File: src/rtl/core_types_pkg.sv
// Shared types for the memory-dependence predictor: SSID, SSIT index,
// the violation event carried through the allocation FIFO, and FSM states.
package core_types_pkg;

    localparam int SSID_W     = 6;
    localparam int SSIT_IDX_W = 10;

    typedef logic [SSID_W-1:0]     ssid_t;
    typedef logic [SSIT_IDX_W-1:0] ssit_idx_t;

    typedef struct packed {
        ssit_idx_t load_idx;
        logic      load_SSID_valid;
        ssid_t     load_SSID;
        ssit_idx_t store_idx;
        logic      store_SSID_valid;
        ssid_t     store_SSID;
    } viol_event_t;

    typedef enum logic [1:0] {
        IDLE,
        WR_LOAD,
        WR_STORE
    } alloc_state_t;

endpackage

File: src/rtl/viol_fifo.sv
// Small synchronous FIFO of violation events; pointers wrap at DEPTH so
// non-power-of-two depths work.
module viol_fifo
    import core_types_pkg::*;
#(
    parameter int DEPTH = 4
) (
    input  logic        CLK,
    input  logic        nRST,
    input  logic        push,
    input  viol_event_t push_data,
    input  logic        pop,
    output viol_event_t head,
    output logic        empty,
    output logic        full
);

    localparam int PTR_W = (DEPTH > 1) ? $clog2(DEPTH) : 1;
    localparam int CNT_W = $clog2(DEPTH + 1);

    viol_event_t      mem [DEPTH];
    logic [PTR_W-1:0] wr_ptr;
    logic [PTR_W-1:0] rd_ptr;
    logic [CNT_W-1:0] count;
    logic             wr_en;
    logic             rd_en;

    function automatic logic [PTR_W-1:0] ptr_next(input logic [PTR_W-1:0] p);
        return (p == PTR_W'(DEPTH - 1)) ? '0 : p + 1'b1;
    endfunction

    assign wr_en = push && !full;
    assign rd_en = pop && !empty;
    assign empty = (count == '0);
    assign full  = (count == CNT_W'(DEPTH));
    assign head  = mem[rd_ptr];

    always_ff @(posedge CLK or negedge nRST) begin
        if (!nRST) begin
            wr_ptr <= '0;
            rd_ptr <= '0;
            count  <= '0;
        end else begin
            if (wr_en) wr_ptr <= ptr_next(wr_ptr);
            if (rd_en) rd_ptr <= ptr_next(rd_ptr);
            if (wr_en && !rd_en) count <= count + 1'b1;
            else if (!wr_en && rd_en) count <= count - 1'b1;
        end
    end

    // Storage needs no reset: an empty FIFO never exposes its contents.
    always_ff @(posedge CLK) begin
        if (wr_en) mem[wr_ptr] <= push_data;
    end

endmodule

File: src/rtl/ssid_alloc_ctrl.sv
// Store-set ID allocation: resolves buffered memory-order violations into an
// SSID winner, touches/allocates it in the SST and writes it to the SSIT.
module ssid_alloc_ctrl
    import core_types_pkg::*;
#(
    parameter int STORE_SET_COUNT  = 64,
    parameter int SSID_WIDTH       = $clog2(STORE_SET_COUNT),
    parameter int SSIT_INDEX_WIDTH = 10,
    parameter int FIFO_DEPTH       = 4
) (
    input  logic                        CLK,
    input  logic                        nRST,
    input  logic                        viol_valid,
    output logic                        viol_ready,
    input  logic [SSIT_INDEX_WIDTH-1:0] viol_load_idx,
    input  logic                        viol_load_SSID_valid,
    input  logic [SSID_WIDTH-1:0]       viol_load_SSID,
    input  logic [SSIT_INDEX_WIDTH-1:0] viol_store_idx,
    input  logic                        viol_store_SSID_valid,
    input  logic [SSID_WIDTH-1:0]       viol_store_SSID,
    input  logic                        dispatch_touch_valid,
    input  logic [SSID_WIDTH-1:0]       dispatch_touch_SSID,
    output logic                        sst_new_SSID_valid,
    input  logic [SSID_WIDTH-1:0]       sst_new_SSID,
    output logic                        sst_touch_SSID_valid,
    output logic [SSID_WIDTH-1:0]       sst_touch_SSID,
    output logic                        ssit_wr_valid,
    input  logic                        ssit_wr_ready,
    output logic [SSIT_INDEX_WIDTH-1:0] ssit_wr_index,
    output logic [SSID_WIDTH-1:0]       ssit_wr_SSID,
    output logic                        busy,
    output logic [7:0]                  touch_drop_count
);

    viol_event_t  push_evt;
    viol_event_t  head;
    logic         fifo_empty;
    logic         fifo_full;
    logic         resolve;
    logic         res_new;
    logic         res_touch;
    logic         res_need_load;
    logic         res_need_store;
    ssid_t        res_winner;
    alloc_state_t state;
    ssid_t        winner_q;
    logic         need_load_q;
    logic         need_store_q;
    ssit_idx_t    load_idx_q;
    ssit_idx_t    store_idx_q;
    logic         cooldown;
    logic         drop;

    assign push_evt = '{load_idx:         viol_load_idx,
                        load_SSID_valid:  viol_load_SSID_valid,
                        load_SSID:        viol_load_SSID,
                        store_idx:        viol_store_idx,
                        store_SSID_valid: viol_store_SSID_valid,
                        store_SSID:       viol_store_SSID};

    viol_fifo #(.DEPTH(FIFO_DEPTH)) u_viol_fifo (
        .CLK       (CLK),
        .nRST      (nRST),
        .push      (viol_valid),
        .push_data (push_evt),
        .pop       (resolve),
        .head      (head),
        .empty     (fifo_empty),
        .full      (fifo_full)
    );

    assign viol_ready = !fifo_full;

    // Cooldown keeps consecutive resolutions at least two cycles apart.
    always_comb begin
        resolve        = (state == IDLE) && !fifo_empty && !cooldown;
        res_new        = 1'b0;
        res_touch      = 1'b0;
        res_need_load  = 1'b0;
        res_need_store = 1'b0;
        res_winner     = '0;
        if (resolve) begin
            case ({head.load_SSID_valid, head.store_SSID_valid})
                2'b00: begin
                    res_new        = 1'b1;
                    res_winner     = sst_new_SSID;
                    res_need_load  = 1'b1;
                    res_need_store = 1'b1;
                end
                2'b10: begin
                    res_touch      = 1'b1;
                    res_winner     = head.load_SSID;
                    res_need_store = 1'b1;
                end
                2'b01: begin
                    res_touch      = 1'b1;
                    res_winner     = head.store_SSID;
                    res_need_load  = 1'b1;
                end
                default: begin
                    res_touch      = 1'b1;
                    res_winner     = (head.store_SSID < head.load_SSID) ? head.store_SSID : head.load_SSID;
                    res_need_load  = (head.load_SSID != res_winner);
                    res_need_store = (head.store_SSID != res_winner);
                end
            endcase
            if (head.load_idx == head.store_idx) begin
                res_need_load  = 1'b0;
                res_need_store = 1'b1;
            end
        end
    end

    assign drop                 = dispatch_touch_valid && (res_new || res_touch);
    assign sst_new_SSID_valid   = res_new;
    assign sst_touch_SSID_valid = res_touch || (nRST && dispatch_touch_valid && !res_new);
    assign sst_touch_SSID       = res_touch ? res_winner : dispatch_touch_SSID;

    always_ff @(posedge CLK or negedge nRST) begin
        if (!nRST) begin
            state        <= IDLE;
            winner_q     <= '0;
            need_load_q  <= 1'b0;
            need_store_q <= 1'b0;
            load_idx_q   <= '0;
            store_idx_q  <= '0;
            cooldown     <= 1'b0;
        end else begin
            cooldown <= resolve;
            case (state)
                IDLE: begin
                    if (resolve) begin
                        winner_q     <= res_winner;
                        need_load_q  <= res_need_load;
                        need_store_q <= res_need_store;
                        load_idx_q   <= head.load_idx;
                        store_idx_q  <= head.store_idx;
                        if (res_need_load) state <= WR_LOAD;
                        else if (res_need_store) state <= WR_STORE;
                    end
                end
                WR_LOAD: begin
                    if (ssit_wr_ready) state <= need_store_q ? WR_STORE : IDLE;
                end
                WR_STORE: begin
                    if (ssit_wr_ready) state <= IDLE;
                end
                default: state <= IDLE;
            endcase
        end
    end

    always_ff @(posedge CLK or negedge nRST) begin
        if (!nRST) touch_drop_count <= 8'd0;
        else if (drop && touch_drop_count != 8'hFF) touch_drop_count <= touch_drop_count + 8'd1;
    end

    assign ssit_wr_valid = ((state == WR_LOAD) && need_load_q) || (state == WR_STORE);
    assign ssit_wr_index = (state == WR_LOAD) ? load_idx_q : store_idx_q;
    assign ssit_wr_SSID  = winner_q;
    assign busy          = !fifo_empty || (state != IDLE);

endmodule

File: config.mk
export PLATFORM = sky130hd
export DESIGN_NAME = ssid_alloc_ctrl
export DESIGN_NICKNAME = d
export VERILOG_FILES = /design/src/rtl/core_types_pkg.sv /design/src/rtl/viol_fifo.sv /design/src/rtl/ssid_alloc_ctrl.sv
export SDC_FILE = /design/constraint.sdc
export NUM_CORES = 1
export LEC_CHECK = 0
export CAP_MARGIN = 20
export CORE_ASPECT_RATIO = 1.2
export CORE_MARGIN = 2
export CORE_UTILIZATION = 30
export CTS_CLUSTER_SIZE = 28
export DETAILED_ROUTE_END_ITERATION = 10
export GPL_TIMING_DRIVEN = 0
export PLACE_DENSITY = 0.51
export SLEW_MARGIN = 25
export SYNTH_ARGS = -nofsm -noshare
export SYNTH_HDL_FRONTEND = slang
export SYNTH_SLANG_ARGS = --single-unit
File: constraint.sdc
create_clock -name CLK -period 3.7 [get_ports CLK]
set_input_delay 0.74 -clock CLK [delete_from_list [all_inputs] [get_ports CLK]]
set_output_delay 0.74 -clock CLK [all_outputs]
set_load 0.02 [all_outputs]
==> Yosys cells after proc, flatten, opt, wreduce, memory -nomap -nowiden <==
Memory sizes are Yosys's and may differ from the RTL's.
Index checks and enable logic that the tools add are counted.
{ "classes": {"n_addsub": 5, "n_mul": 0, "n_div": 0, "magnitude_cmp": 1, "n_eq_ne": 15, "shift": 0, "muxes": 28, "n_bitwise": 0, "reduce_logical": 30} }
{ "ops": {"columns": ["operator", "count"], "rows": [
  ["2-to-1 mux 6 bit", 3],
  ["case mux 6 bit (3 select lines)", 1],
  ["2-to-1 mux 2 bit", 8],
  ["!= test 6 bit", 2],
  ["logical AND 1 bit", 11],
  ["== test 10 bit", 1],
  ["2-to-1 mux 1 bit", 10],
  ["2-to-1 mux 10 bit", 1],
  ["adder 8 x 1 -> 8 bit (second input constant)", 1],
  ["== test 2 bit (second input constant)", 4],
  ["!= test 8 bit (second input constant)", 1],
  ["zero test 1 bit", 6],
  ["less-than comparator 6 bit", 1],
  ["2-to-1 mux 3 bit", 2],
  ["!= test 2 bit (second input constant)", 3],
  ["case mux 2 bit (3 select lines)", 1],
  ["adder 2 x 1 -> 2 bit (second input constant)", 2],
  ["== test 2 x 1 -> 1 bit (second input constant)", 2],
  ["zero test 2 bit", 2],
  ["logical OR 1 bit", 4],
  ["case mux 1 bit (2 select lines)", 2],
  ["AND reduction 4 bit", 1],
  ["nonzero test 2 bit", 2],
  ["OR reduction 2 bit", 2],
  ["6 further kinds", 6]
]} }
{ "totals": {"reg_bits": 46, "latch_bits": 0, "ramBits": 136, "rom_bits": 0, "out_inout_bits": 35, "wordCells": 91, "n_memories": 1} }
{ "memory_table": {"columns": ["name", "depth", "word_bits", "rd", "rd_ports_with_merged_regs", "wr", "line_no", "text"], "rows": [
  ["u_viol_fifo.mem", 4, 34, 1, 0, 1, "viol_fifo.sv:21", "viol_event_t mem [DEPTH];"]
]} }

==> Longest topological paths before layout <==
Gate-level depths: netlist of the first run.
An unclocked memory read counts as a cell.
{ "depth": {"ltp_word": 11, "ltp_mapped": 11, "depth_no_buf": 9} }

==> Hierarchy <==
A second synthesis of the first run with hierarchy kept.
{ "unflattened": {"cells_unflattened": 464, "area_unflattened_um2": 7589.8} }
{ "by_module_without_submodules": {"columns": ["module", "n_inst", "cells_each", "area_per_inst_um2"], "rows": [
  ["viol_fifo", 1, 215, 5346.4],
  ["ssid_alloc_ctrl", 1, 249, 2243.4]
]} }

==> Worst setup path after synthesis of the first run <==
Ideal clock, no wire load.
{ "synth_timing": {"path_type": "flip-flop to output port", "start": "register u_viol_fifo.rd_ptr[0]", "end": "output port sst_touch_SSID[0]", "arrival_ns": 3.135, "required_ns": 2.960, "slack_ns": -0.175, "path_stages_with_launch": 11, "path_buffers": 2, "cell_sequence": "dfrtp_1 > buf_6 > buf_2 > mux4_2 > ha_1 > and4_1 > a21oi_1 > o221ai_4 > nor2_1 > mux2i_1 > o31ai_1"} }
{ "synth_via": {"elab_chain_cells": 6, "word_cells_on_any_way": 11, "cone_classes": "order compare: 1; eq/ne: 2; mux: 6; reduce/logical: 1; memory: 1"} }
{ "synth_rtl": {"columns": ["item", "line_no", "text"], "rows": [
  ["start: declaration", "viol_fifo.sv:23", "logic [PTR_W-1:0] rd_ptr;"],
  ["start signal: assignment", "viol_fifo.sv:45", "if (rd_en) rd_ptr <= ptr_next(rd_ptr);"],
  ["memory read (4 x 34 bit) *", null, null],
  ["less-than comparator 6 bit", "ssid_alloc_ctrl.sv:102", "res_winner = (head.store_SSID < head.load_SSID) ? head.store_SSID : head.load_SSID;"],
  ["2-to-1 mux 6 bit", "ssid_alloc_ctrl.sv:102", null],
  ["case mux 6 bit (3 select lines)", "ssid_alloc_ctrl.sv:83", "case ({head.load_SSID_valid, head.store_SSID_valid})"],
  ["2-to-1 mux 6 bit", "ssid_alloc_ctrl.sv:82", "if (resolve) begin"],
  ["2-to-1 mux 6 bit *", "ssid_alloc_ctrl.sv:117", "assign sst_touch_SSID = res_touch ? res_winner : dispatch_touch_SSID;"],
  ["end: declaration", "ssid_alloc_ctrl.sv:26", "output logic [SSID_WIDTH-1:0] sst_touch_SSID,"]
]} }
Mark *: on every way between the ends. The rest lies on a longest branch, timed or not.

==> Worst setup path after layout of the first run <==
{ "layout_timing": {"start": "register u_viol_fifo.rd_ptr[0]", "end": "output port sst_touch_SSID[1]"} }
The elaborated chain is that of the path after synthesis.

==> impl_summary.log, run 1 <==
[metrics] status: complete, but fails checks
[metrics] failing checks: negative setup slack
[metrics] count of vias placed by the detailed router: between 4000 and 5000
[metrics] placed wire-length estimate: 12.2 mm
[metrics] share of synthesized flip-flops with an asynchronous set or reset: 25.3%
[metrics] area taken by multi-input logic gates: 0.00245 mm²
[metrics] final clock skew: 0.0104 ns
[metrics] CTS Buf Count: 17
[metrics] Die Y: 180 µm
[metrics] Syn Std Cell Area: 0.00774 mm²
[metrics] Die Footprint: 0.0271 mm²
[metrics] largest area contributor in the synthesized netlist: edfxtp_1
[metrics] first-pass GRT wire length: 27.3 mm
[metrics] Slew Viols, Final: 0
[metrics] net count after synthesis: 540
[metrics] worst setup path class: flop to output pin
[metrics] Leak: 3.78 nW
[metrics] arrival time at the worst endpoint: 3.32 ns
[metrics] clock tree from TritonCTS: built
[metrics] Worst Hold Class: primary input to async pin
[metrics] Seq pwr share: 31.4%
[metrics] net total in the final layout: 684
[metrics] Logic pwr share: 50.7%
[metrics] Cell Rows: 64
[metrics] master of the slowest instance on the critical path: mux4_2
[metrics] Iter 0 DRT Violations: between 200 and 250
[metrics] Mapped Avg Cell Area: 16.3 µm²
[metrics] via count normalized by instance count: 4.75
[metrics] setup slack after placement: -1.01 ns
[metrics] register area: 0.00524 mm²
[metrics] worst path setup slack after routing: -0.365 ns
[metrics] Final period util: 110%
[metrics] biggest cell delay along the critical path: 0.57 ns
[metrics] end of the worst register-to-register path: ssit_wr_SSID[1]
[metrics] net switching fraction of the power: 36.4%
[metrics] Pre-antenna DRT Iters: 5
[metrics] layout cell share with drive strength beyond 1: 24.0%
[metrics] post-layout min period: 4.06 ns
[metrics] combined global-route utilization of all metal layers: 13.5%
[metrics] core box area: about 0.025 mm²
[metrics] Synth top area share: 52.7%
[metrics] Post-synth EDFFs: 136
[metrics] total setup violations reported at the end of the flow: 8
[metrics] flop and latch count out of synthesis: around 180
[metrics] number of H-tree levels: 4
[metrics] setup slack, reg-to-reg: -0.19 ns
[metrics] internal power: 6.03 mW
[metrics] adder and majority cell fraction of the synthesized area: 2.20%
[metrics] worst IR drop on VDD: 313 µV
[metrics] Crit path max-delay family: multiplexers
[metrics] number of cell instances on the worst register-to-register path: 21
[metrics] power per unit of standard cell area: 938 mW/mm²
[metrics] top area cells in the synthesized netlist: edfxtp_1 53%, dfrtp_1 15%, mux4_2 5.8%
[metrics] Primary FF master, synth: edfxtp_1
[metrics] Detailed Route WL: 17.8 mm
[metrics] kind of launch point of the worst setup path: flop
[metrics] number of distinct standard cells referenced by the synthesized netlist: 47
[metrics] finished layout cell area: around 0.010 mm²
[metrics] wire length per cell: 18.4 µm
[metrics] final hold violations: 0
[metrics] clk root buf: clkbuf_16
[metrics] sum of internal, switching and leakage power: 9.49 mW
[metrics] unrepaired setup endpoints after global routing: true
[metrics] Worst Path Required: 2.96 ns
[metrics] headroom to the max-slew limit: 49.3%
[metrics] number of antenna violations at the first check in global routing: 0
[metrics] setup TNS: -2.29 ns
[metrics] yosys warns: 0
[metrics] startpoint of the worst-slack reg-to-reg timing path: u_viol_fifo.rd_ptr[0]
[metrics] synthesis-to-layout area growth: 30.7%
[metrics] dominant combinational cell family by area after synthesis: multiplexers
[metrics] clock tree buffer depth: 2
[metrics] IO buf count: 85
[metrics] pin count of the biggest net entering global routing: 31
[metrics] Clock power frac: 17.9%
[metrics] ANT nets after route: 0
[metrics] worst path cell trace: buf_12 > buf_12 > mux4_2 > ha_4 > and4_4 > nand2_4 > o221ai_4 > buf_6 > mux2i_1 > nand2_1 > a32o_2 > buf_6
[metrics] proportion of synthesized chip area in sequential cells: 67.6%
[metrics] post-route worst hold slack: 0.255 ns
[metrics] instance area after placement: a little over 0.009 mm²
[metrics] global placement routability congestion: between 0.8 and 0.9
[metrics] Worst Path Buf+Inv: 4
[metrics] largest fanout on the critical path: 6
[metrics] Clock Latency Late Sink: 0.43 ns
[metrics] Top Ports: 86
[metrics] multiplexer fraction of the synthesized cell area: between 10% and 20%
[metrics] grt ovf: 0
[metrics] Worst Setup End Kind: output pin
[metrics] via count of the first global-routing pass: 4860
[metrics] net switching power figure: 3.46 mW
[metrics] DRC violations left: 0
[metrics] simple-gate share of the synthesized area: 7.29%
[metrics] max-cap check violation count: 0
[metrics] Worst Max-Slew Pin Slew: 0.761 ns
[metrics] achievable clock frequency: 246 MHz
[metrics] XOR/XNOR share of the synthesized area: 2.94%
[metrics] number of antenna diodes: 0
[metrics] post-synthesis cell count: about 480
[metrics] Synth Area in Compound Gates: 4.35%
[metrics] horizontal die dimension: around 150 µm
[metrics] starting density of the core: 30.4%
[metrics] CTS clk-pin slew, worst paths: 0.07 ns
[metrics] TritonCTS Sinks: 182
[metrics] number of filler cells placed in the layout: 2377
==> metrics by stage <==
stage	utilization (%)	cells
floorplan	-	476
global placement	35.4	891
detailed placement	35.9	896
CTS	39.2	956
global route	39.7	963
finish	39.7	963
==> power by group through the flow <==
stage	registers, mW	logic, mW	clock network [mW]
final	2.98	4.80	1.70
after global routing	3.03	5.18	1.83
after CTS	2.98	4.56	1.75
after detailed placement	3.02	4.05	0
after global placement	3.01	3.91	0
after floorplan	3.04	2.60	0
==> metal layers <==
metal	global-route usage (%)	part of all wire, %	wire length [µm]	vias to the layer above
met5	0	0	0	-
met4	3.81	1.3	235	0
met3	3.38	4.3	756	17
met2	24.0	53	9350	113
met1	16.2	42	7420	2327
li1	-	-	-	2113
==> layout by cell type, fill, tap and decap left out, types with 8 or more instances in the layout <==
master,netlist,routed
clkbuf_16,0,18
inv_1,11,10
buf_6,1,16
xnor2_1,17,17
clkdlybuf4s50_1,0,78
nand2_1,83,82
buf_4,0,26
mux2i_1,12,11
ha_1,12,9
mux4_1,13,9
xor2_1,9,9
buf_2,8,8
dfrtp_1,46,46
edfxtp_1,136,136
mux4_2,20,24
mux2_2,13,13
==> kinds of logic after synthesis <==
logic type	Yosys count
flops	182
simple gates	124
mux	58
compound gates	42
buf+inv	31
xor+xnor	26
fa+ha+maj	13
==> flip-flops by register name (all words and copies together), names as in the netlist <==
name                count
need_store_q            1
u_viol_fifo.mem       136
state                   2
need_load_q             1
u_viol_fifo.count       3
touch_drop_count        8
u_viol_fifo.rd_ptr      2
store_idx_q            10
load_idx_q             10
u_viol_fifo.wr_ptr      2
cooldown                1
ssit_wr_SSID            6
==> synth_stat cells (2+ instances only) <==
cell and count:
o31ai_1 3, xor2_1 9, mux4_1 13, xnor2_1 17
nand2_1 83, nor2_1 7, inv_1 11, a21oi_1 8
and3_1 7, nor3_1 4, buf_2 8, nand3_1 2
mux4_2 20, a32o_1 10, buf_1 3, o21ai_0 4
dfrtp_1 46, mux2_2 13, clkbuf_1 6, nand4_1 6
o21ai_1 2, mux2i_1 12, or3_1 5, and2_1 2
edfxtp_1 136, ha_1 12, a21o_1 7
==> worst reg2reg max path, stage by stage (launching register included) <==
cell and delay (ns):
dfrtp_1 0.40, buf_12 0.14, buf_12 0.12, mux4_2 0.57
ha_4 0.30, and4_4 0.26, nand2_4 0.06, o221ai_4 0.18
buf_6 0.14, mux2i_1 0.19, nand2_1 0.11, buf_4 0.15
buf_6 0.11, buf_6 0.10, buf_6 0.10, buf_6 0.10
buf_6 0.10, buf_6 0.10, buf_6 0.10, buf_6 0.10
buf_6 0.10, a32o_1 0.24
==> layout make-up <==
cell class	count	share of cell area, %
sequential	182	51.7
multi-input combinational	263	24.2
timing repair buffer	125	12.5
clock buffer	22	4.90
tap	330	4.08
buffer	19	1.41
clock inverter	10	0.656
inverter	12	0.445
==> how the worst max path moves through the flow <==
stage          depth (start not counted)             startpoint                end
4_1_cts                               12  u_viol_fifo.rd_ptr[0]  sst_touch_SSID[1]
6_report                              12  u_viol_fifo.rd_ptr[0]  sst_touch_SSID[1]
3_3_place_gp                          11  u_viol_fifo.rd_ptr[1]  sst_touch_SSID[0]
5_1_grt                               12  u_viol_fifo.rd_ptr[0]  sst_touch_SSID[1]
3_5_place_dp                          11  u_viol_fifo.rd_ptr[1]  sst_touch_SSID[0]
2_1_floorplan                         10  u_viol_fifo.rd_ptr[0]  sst_touch_SSID[0]
==> what timing repair did <==
action | CTS | global route
buffers inserted | 28 | 8
endpoints found under the setup margin | 7 | 9
resized for setup | 57 | 20
pin swaps | 8 | 9
gates cloned | 0 | 0
hold buffers | 0 | 0
(Power assumes the default switching activity.)
==> run 2, diff against run 1 <==
--- a/config.mk
+++ b/config.mk
@@ -8,11 +8,12 @@
 export CAP_MARGIN = 20
 export CORE_ASPECT_RATIO = 1.2
 export CORE_MARGIN = 2
-export CORE_UTILIZATION = 30
+export CORE_UTILIZATION = 40
 export CTS_CLUSTER_SIZE = 28
 export DETAILED_ROUTE_END_ITERATION = 10
 export GPL_TIMING_DRIVEN = 0
-export PLACE_DENSITY = 0.51
+export PLACE_DENSITY = 0.63
+export SKIP_CTS_REPAIR_TIMING = 1
 export SLEW_MARGIN = 25
 export SYNTH_ARGS = -nofsm -noshare
 export SYNTH_HDL_FRONTEND = slang
==> impl_summary.log, run 2 (same netlist as run 1, synthesis figures left out) <==
[metrics] status: complete, but fails checks
[metrics] failing checks: negative setup slack
[metrics] synthesis-to-layout area growth: 27.1%
[metrics] via count of the first global-routing pass: 4705
[metrics] Worst Path Required: 2.96 ns
[metrics] IO buf count: 85
[metrics] largest fanout on the critical path: 6
[metrics] wire length per cell: 18.9 µm
[metrics] worst path setup slack after routing: -0.489 ns
[metrics] total setup violations reported at the end of the flow: 7
[metrics] number of antenna diodes: 0
[metrics] biggest regs: u_viol_fifo.mem x136, load_idx_q x10, store_idx_q x10
[metrics] met3 demand-to-capacity share in global routing: 3.32%
[metrics] library cell appearing most often on the critical path: buf_6
[metrics] core box area: 0.0189 mm²
[metrics] layout cell share with drive strength beyond 1: 21.7%
[metrics] worst path cell trace: buf_12 > buf_12 > mux4_2 > ha_4 > and4_4 > nand2_4 > o221ai_4 > buf_6 > buf_6 > mux2i_1 > nand2_1 > a32o_2 > buf_6
[metrics] CTS clk-pin slew, worst paths: 0.07 ns
[metrics] instance area after placement: 0.00903 mm²
[metrics] arrival time at the worst endpoint: 3.45 ns
[metrics] count of vias placed by the detailed router: 4474
[metrics] post-layout min period: 4.19 ns
[metrics] number of antenna violations at the first check in global routing: 0
[metrics] Pre-antenna DRT Iters: 5
[metrics] Largest register FFs: between 100 and 150
[metrics] Leak: 3.69 nW
[metrics] Slew Viols, Final: 0
[metrics] CTS Buf Count: 17
[metrics] placed wire-length estimate: 11.2 mm
[metrics] horizontal die dimension: 131 µm
[metrics] Iter 0 DRT Violations: 237
[metrics] worst IR drop on VDD: 411 µV
[metrics] Top Ports: between 80 and 90
[metrics] number of H-tree levels: 4
[metrics] Cell Rows: 55
[metrics] final clock skew: 0.0117 ns
[metrics] worst setup path class: flop to output pin
[metrics] largest reg by FF count: u_viol_fifo.mem
[metrics] ANT nets after route: 0
[metrics] finished layout cell area: about 0.0098 mm²
[metrics] via count normalized by instance count: 5.12
[metrics] global-route layer with the greatest usage: met2
[metrics] biggest cell delay along the critical path: 0.57 ns
[metrics] Clock Latency Late Sink: between 0.4 and 0.5 ns
[metrics] pin count of the biggest net entering global routing: 26
[metrics] clk root buf: clkbuf_16
[metrics] Worst Setup End Kind: output pin
[metrics] Detailed Route WL: 16.6 mm
[metrics] Worst Max-Slew Pin Slew: between 0.8 and 0.9 ns
[metrics] DRC violations left: 0
[metrics] unrepaired setup endpoints after global routing: true
[metrics] final hold violations: 0
[metrics] clock tree from TritonCTS: built
[metrics] headroom to the max-slew limit: 46.1%
[metrics] TritonCTS Sinks: roughly 180
[metrics] setup slack after placement: -0.927 ns
[metrics] setup TNS: -2.63 ns
[metrics] GRT met1 Usage: 20.9%
[metrics] most frequent standard cell in the layout excluding fill and tap cells: edfxtp_1
[metrics] DP Cell Count: 822
[metrics] clock tree buffer depth: 2
[metrics] combined global-route utilization of all metal layers: 16.9%
[metrics] Final period util: 113%
[metrics] kind of launch point of the worst setup path: flop
[metrics] master of the slowest instance on the critical path: mux4_2
[metrics] final cell count without fillers: 874
[metrics] Die Footprint: approximately 0.020 mm²
[metrics] starting density of the core: 40.9%
[metrics] global placement routability congestion: 0.901
[metrics] first-pass GRT wire length: 25.5 mm
[metrics] met2 capacity usage during global routing: 28.6%
[metrics] net total in the final layout: 669
[metrics] Worst Hold Class: primary input to async pin
[metrics] grt ovf: 0
[metrics] sum of internal, switching and leakage power: 9.08 mW
[metrics] max-cap check violation count: 0
[metrics] achievable clock frequency: 239 MHz
[metrics] leading cell types in the layout, fill and taps excluded: 136 x edfxtp_1, 82 x nand2_1, 77 x clkdlybuf4s50_1
[metrics] power per unit of standard cell area: 922 mW/mm²
[metrics] Die Y: 156 µm
-- run 2: per-stage QoR --
step	hold WS, ns	util [%]
floorplan	0.440	-
global placement	0.453	47.2
detailed placement	0.458	47.7
CTS	0.299	50.7
global route	0.332	52.0
finish	0.295	52.0
-- run 2: worst paths after layout --
kind,from,end,slack [ns],depth (start not counted)
min reg2reg,load_idx_q[7],load_idx_q[7],0.47,2
max,u_viol_fifo.rd_ptr[0],sst_touch_SSID[2],-0.49,13
max reg2reg,u_viol_fifo.count[0],u_viol_fifo.count[2],0.52,11
min,nRST,ssit_wr_SSID[3],0.30,1
max in group asynchronous,nRST,u_viol_fifo.count[1],2.87,2
min in group CLK,load_idx_q[7],load_idx_q[7],0.47,2
-- run 2: routing by layer --
metal	part of all wire [%]	wire [µm]	up-vias
met1	42	6900	2235
li1	-	-	2078
met2	51	8490	136
met5	0	0	-
met3	4.7	777	25
met4	2.3	387	0
-- run 2: report_power, final --
| group | internal (mW) | switching (mW) |
|---|---|---|
| clock | 0.887 | 0.819 |
| combinational | 2.03 | 2.35 |
| sequential | 2.77 | 0.222 |
-- run 2: layout make-up --
| class | instances | area [µm²] |
|---|---|---|
| repair buffers | 110 | 1120 |
| flip-flops and latches | 182 | 5240 |
| fillers | 1510 | 9080 |
| multi-input cells | 263 | 2420 |
| clock inverters | 15 | 136 |
| well taps | 256 | 320 |
| clock buffers | 17 | 425 |
| inverters | 12 | 45.0 |
| plain buffers | 19 | 141 |
-- run 2: worst max-delay path, delay by kind of cell (launching register included) --
kind,cells,cell delay (ns)
AND/OR/NAND/NOR,3,0.41
adder cells (fa/ha/maj),1,0.29
multiplexers,2,0.74
buffers and inverters,5,0.64
AO/OA/AOI/OAI,2,0.49
flip-flops,1,0.44
==> run 3, diff against run 2 <==
--- a/config.mk
+++ b/config.mk
@@ -9,10 +9,10 @@
 export CORE_ASPECT_RATIO = 1.2
 export CORE_MARGIN = 2
 export CORE_UTILIZATION = 40
+export CTS_BUF_LIST = sky130_fd_sc_hd__clkbuf_4
 export CTS_CLUSTER_SIZE = 28
 export DETAILED_ROUTE_END_ITERATION = 10
 export GPL_TIMING_DRIVEN = 0
-export PLACE_DENSITY = 0.63
 export SKIP_CTS_REPAIR_TIMING = 1
 export SLEW_MARGIN = 25
 export SYNTH_ARGS = -nofsm -noshare
==> impl_summary.log, run 3 (same netlist as run 1, synthesis figures left out) <==
[metrics] status: complete, but fails checks
[metrics] failing checks: negative setup slack
[metrics] ANT nets after route: 0
[metrics] worst path cell trace: buf_12 > buf_12 > mux4_2 > inv_1 > ha_4 > and4_4 > a21oi_2 > o221ai_4 > buf_4 > nor2_4 > mux2i_4 > o31ai_4 > buf_4
[metrics] final clock skew: 0.0347 ns
[metrics] Leak: 3.61 nW
[metrics] final hold violations: 0
[metrics] TritonCTS Sinks: 182
[metrics] clock tree from TritonCTS: built
[metrics] Worst Setup End Kind: output pin
[metrics] placed wire-length estimate: 11.2 mm
[metrics] fin util: between 50% and 60%
[metrics] number of antenna violations at the first check in global routing: 1
[metrics] unrepaired setup endpoints after global routing: true
[metrics] sum of internal, switching and leakage power: roughly 8.7 mW
[metrics] Cell Rows: 55
[metrics] starting density of the core: 40.9%
[metrics] grt ovf: 0
[metrics] Detailed Route WL: 16.7 mm
[metrics] finished layout cell area: 0.00963 mm²
[metrics] power per unit of standard cell area: ~900 mW/mm²
[metrics] Crit path max-delay family: multiplexers
[metrics] Die Footprint: 0.0205 mm²
[metrics] max-cap check violation count: 0
[metrics] largest reg by FF count: u_viol_fifo.mem
[metrics] combined global-route utilization of all metal layers: 16.8%
[metrics] Worst Path Buf+Inv: 5
[metrics] count of vias placed by the detailed router: 4579
[metrics] Final period util: 120%
[metrics] achievable clock frequency: 226 MHz
[metrics] total setup violations reported at the end of the flow: 7
[metrics] instance area after placement: 0.00901 mm²
[metrics] arrival time at the worst endpoint: 3.68 ns
[metrics] number of H-tree levels: 4
[metrics] clk root buf: clkbuf_4
[metrics] largest fanout on the critical path: 8
[metrics] CTS Buf Count: 17
[metrics] DP Cell Count: 821
[metrics] number of filler cells placed in the layout: 1558
[metrics] setup TNS: -4.52 ns
[metrics] Top Ports: 86
[metrics] final cell count without fillers: ~880
[metrics] Slew Viols, Final: 0
[metrics] headroom to the max-slew limit: 56.5%
[metrics] layout cell share with drive strength beyond 1: ~22%
[metrics] post-layout min period: 4.42 ns
[metrics] Largest register FFs: about 140
[metrics] synthesis-to-layout area growth: 24.4%
[metrics] horizontal die dimension: roughly 130 µm
[metrics] Pre-antenna DRT Iters: 5
[metrics] post-route worst hold slack: roughly 0.14 ns
[metrics] global placement routability congestion: around 0.81
[metrics] Worst Max-Slew Pin Slew: 0.652 ns
[metrics] Worst Path Required: 2.96 ns
[metrics] first-pass GRT wire length: 25.2 mm
[metrics] Clock Latency Late Sink: 0.58 ns
[metrics] setup slack after placement: -1.06 ns
[metrics] Worst Hold Class: primary input to async pin
[metrics] worst IR drop on VDD: 394 µV
[metrics] Die Y: about 160 µm
[metrics] core box area: 0.0189 mm²
[metrics] pin count of the biggest net entering global routing: 48
[metrics] master of the slowest instance on the critical path: mux4_2
[metrics] clock tree buffer depth: 2
[metrics] CTS clk-pin slew, worst paths: 0.19 ns
[metrics] most frequent standard cell in the layout excluding fill and tap cells: edfxtp_1
[metrics] biggest regs: u_viol_fifo.mem x136, load_idx_q x10, store_idx_q x10
[metrics] worst path setup slack after routing: -0.725 ns
[metrics] biggest cell delay along the critical path: about 0.56 ns
[metrics] via count of the first global-routing pass: approximately 4700
[metrics] via count normalized by instance count: 5.19
[metrics] DRC violations left: 0
[metrics] net total in the final layout: between 600 and 700
[metrics] kind of launch point of the worst setup path: flop
[metrics] Iter 0 DRT Violations: 294
[metrics] leading cell types in the layout, fill and taps excluded: 136 x edfxtp_1, 82 x nand2_1, 77 x clkdlybuf4s50_1
[metrics] worst setup path class: flop to output pin
[metrics] IO buf count: 85
[metrics] wire length per cell: 18.9 µm
==> run 3: cell types whose count changed in the layout (fill, tap and decap cells not counted), sizes merged <==
cell and change:
buf +11, clkbuf -4, clkinvlp -3, clkinv +2
diode +1, inv +1
==> run 3: worst paths after layout <==
path | startpoint | slack, ns | depth (start not counted) | end
max in group asynchronous | nRST | 3.09 | 1 | need_store_q
setup reg to reg | u_viol_fifo.count[0] | 0.56 | 11 | u_viol_fifo.count[2]
hold reg to reg | load_idx_q[7] | 0.49 | 2 | load_idx_q[7]
hold / removal | nRST | 0.14 | 1 | ssit_wr_SSID[3]
min in group CLK | load_idx_q[7] | 0.49 | 2 | load_idx_q[7]
setup / recovery | u_viol_fifo.rd_ptr[0] | -0.72 | 13 | sst_touch_SSID[0]
==> run 3: per-layer routing <==
| layer | up-vias | GRT usage, % | part of all wire (%) |
|---|---|---|---|
| met5 | - | 0 | 0 |
| met4 | 0 | 6.74 | 2.0 |
| met3 | 23 | 2.97 | 4.0 |
| met2 | 122 | 28.8 | 53 |
| met1 | 2338 | 20.9 | 41 |
| li1 | 2096 | - | - |
==> run 3: worst register-to-register path, delay by kind of cell (launching register included) <==
family                   cells  cell delay (ns)
flip-flops                   1             0.47
AND/OR/NAND/NOR              3             0.50
adder cells (fa/ha/maj)      2             0.67
buffers and inverters        4             1.15
XOR/XNOR                     2             0.31
==> run 3: cell type report <==
| cell class | count | area, µm² | area share, % |
|---|---|---|---|
| Sequential cell | 182 | 5240 | 54.3 |
| Multi-Input combinational cell | 263 | 2440 | 25.3 |
| Timing Repair Buffer | 117 | 1140 | 11.9 |
| Tap cell | 256 | 320 | 3.33 |
| Clock inverter | 15 | 176 | 1.83 |
| Buffer | 19 | 140 | 1.45 |
| Clock buffer | 17 | 128 | 1.32 |
| Inverter | 12 | 45.0 | 0.468 |
| Antenna cell | 1 | 2.50 | 0.0260 |
==> run 3: power breakdown <==
| group | switching [mW] | internal, mW | leakage, nW |
|---|---|---|---|
| Sequential | 0.213 | 2.76 | 1.81 |
| Combinational | 2.42 | 2.17 | 1.63 |
| Clock | 0.786 | 0.324 | 0.164 |
| Total | 3.42 | 5.25 | 3.61 |
==> patch (settings of run 1) <==
Make the reset (`nRST`) synchronous in 3 clocked blocks.
--- a/src/rtl/viol_fifo.sv
+++ b/src/rtl/viol_fifo.sv
@@ -36,5 +36,5 @@
     assign head  = mem[rd_ptr];
 
-    always_ff @(posedge CLK or negedge nRST) begin
+    always_ff @(posedge CLK) begin
         if (!nRST) begin
             wr_ptr <= '0;
--- a/src/rtl/ssid_alloc_ctrl.sv
+++ b/src/rtl/ssid_alloc_ctrl.sv
@@ -117,5 +117,5 @@
     assign sst_touch_SSID       = res_touch ? res_winner : dispatch_touch_SSID;
 
-    always_ff @(posedge CLK or negedge nRST) begin
+    always_ff @(posedge CLK) begin
         if (!nRST) begin
             state        <= IDLE;
@@ -151,5 +151,5 @@
     end
 
-    always_ff @(posedge CLK or negedge nRST) begin
+    always_ff @(posedge CLK) begin
         if (!nRST) touch_drop_count <= 8'd0;
         else if (drop && touch_drop_count != 8'hFF) touch_drop_count <= touch_drop_count + 8'd1;
Behaviour: differs if nRST is asserted again (counterexample within 4 cycles, from zero or initial values and one cycle with nRST low); with nRST held inactive, the same outputs for 4 cycles.
==> patch against run 1 <==
  * The run still ends with setup timing left
  * Power is 13% lower
  * Worst setup slack better by 20 ps
  * Sequential cell count is 2 higher
  * Design area is 2.2% lower
  * Synthesized area is 0.89% lower
  * Count of clock-buffer cells in the layout is 1 higher
  * Wire length is 3.4% lower
==> patch: results (changes against run 1) <==
| Metric | Value |
|---|---|
| Result of the run | finished, violations left (unchanged) |
| Violations in the final reports | setup timing (unchanged) |
| Fraction of the mapped netlist area in compound gates | 0.0638 (was 0.0435) |
| Post-placement cell area | 0.00904 sq mm (was 0.00914 sq mm) |
| Netlist cell types | 44 (was 47) |
| Buffers inserted during post-CTS setup optimization | 20 (was 28) |
| Total internal power | 5300 uW (was 6030 uW) |
| Measured slew at the worst slew-check pin | 642 ps (was 761 ps) |
| Worst setup skew after layout | 9.55 ps (was 10.4 ps) |
| Initial antenna violation count | 1 (was 0) |
| Synthesized net count | 569 (was 540) |
| Final-report setup violation count | 6 (was 8) |
| Filler cell count | 2,415 (was 2,377) |
| Xor and xnor area share after synthesis | 0.0274 (was 0.0294) |
| Placer Congestion | 0.763 (was 0.810) |
| Detailed router's first-iteration violation count | 209 (was 229) |
| Setup TNS Final | -1820 ps (was -2290 ps) |
| Logic inverters | 14 (was 12) |
| Pin count of the biggest net entering global routing | 23 (was 31) |
| Arrival time worst endpoint | 3300 ps (was 3320 ps) |
| Diodes inserted | 2 (was 0) |
| First-pass GRT wire length | 26,200 um (was 27,300 um) |
| Post-route worst setup slack | -345 ps (was -365 ps) |
| Via count of the first global-routing pass | 4,726 (was 4,860) |
| Multi-input combinational cell area | 0.00258 sq mm (was 0.00245 sq mm) |
| Share of cell area taken by flip-flops and latches | 0.511 (was 0.517) |
| Kind of cell adding the most delay to the critical path | compound AO/OA/AOI/OAI gates (was multiplexers) |
| Nets | 694 (was 684) |
| Vias | 4,564 (was 4,570) |
| Final Core Density | 0.391 (was 0.397) |
| Clock buffer count in the final layout | 23 (was 22) |
| Number of placed instances, taps included | 923 (was 896) |
| Die Area | 0.0269 sq mm (was 0.0271 sq mm) |
| Sequential share of power | 0.330 (was 0.314) |
| Synth Area per Inst | 15.2 sq um (was 16.3 sq um) |
| Delay of the slowest cell on the worst path | 550 ps (was 570 ps) |
| Async SR Flop Fraction | 0 (was 0.253) |
| Power per unit of standard cell area | 830 mW/mm^2 (was 938 mW/mm^2) |
| Maximum ir drop on the vdd rail | 0.334 mV (was 0.313 mV) |
==> patch: layer usage <==
layer / GRT usage / vias to the layer above / routed length, um
met5: 0 / - / 0
met4: 0.0472 / 0 / 292
met3: 0.0341 / 23 / 863
met2: 0.231 / 105 / 8640
met1: 0.160 / 2287 / 7360
li1: - / 2149 / -
==> patch: tightest hold or removal path: stages, from the launching register on <==
cell                       delay [ps]
sky130_fd_sc_hd__dfxtp_1          310
sky130_fd_sc_hd__nand2_1           50
sky130_fd_sc_hd__a21boi_1          50
==> patch: path summary, 6_finish.rpt <==
kind / endpoint / slack [ps] / depth (start not counted)
max: sst_touch_SSID[4] / -340 / 12
min: ssit_wr_SSID[1]$_SDFFE_PN0P_ / 460 / 2
max reg2reg: ssit_wr_SSID[0]$_SDFFE_PN0P_ / 780 / 14
min reg2reg: ssit_wr_SSID[1]$_SDFFE_PN0P_ / 460 / 2
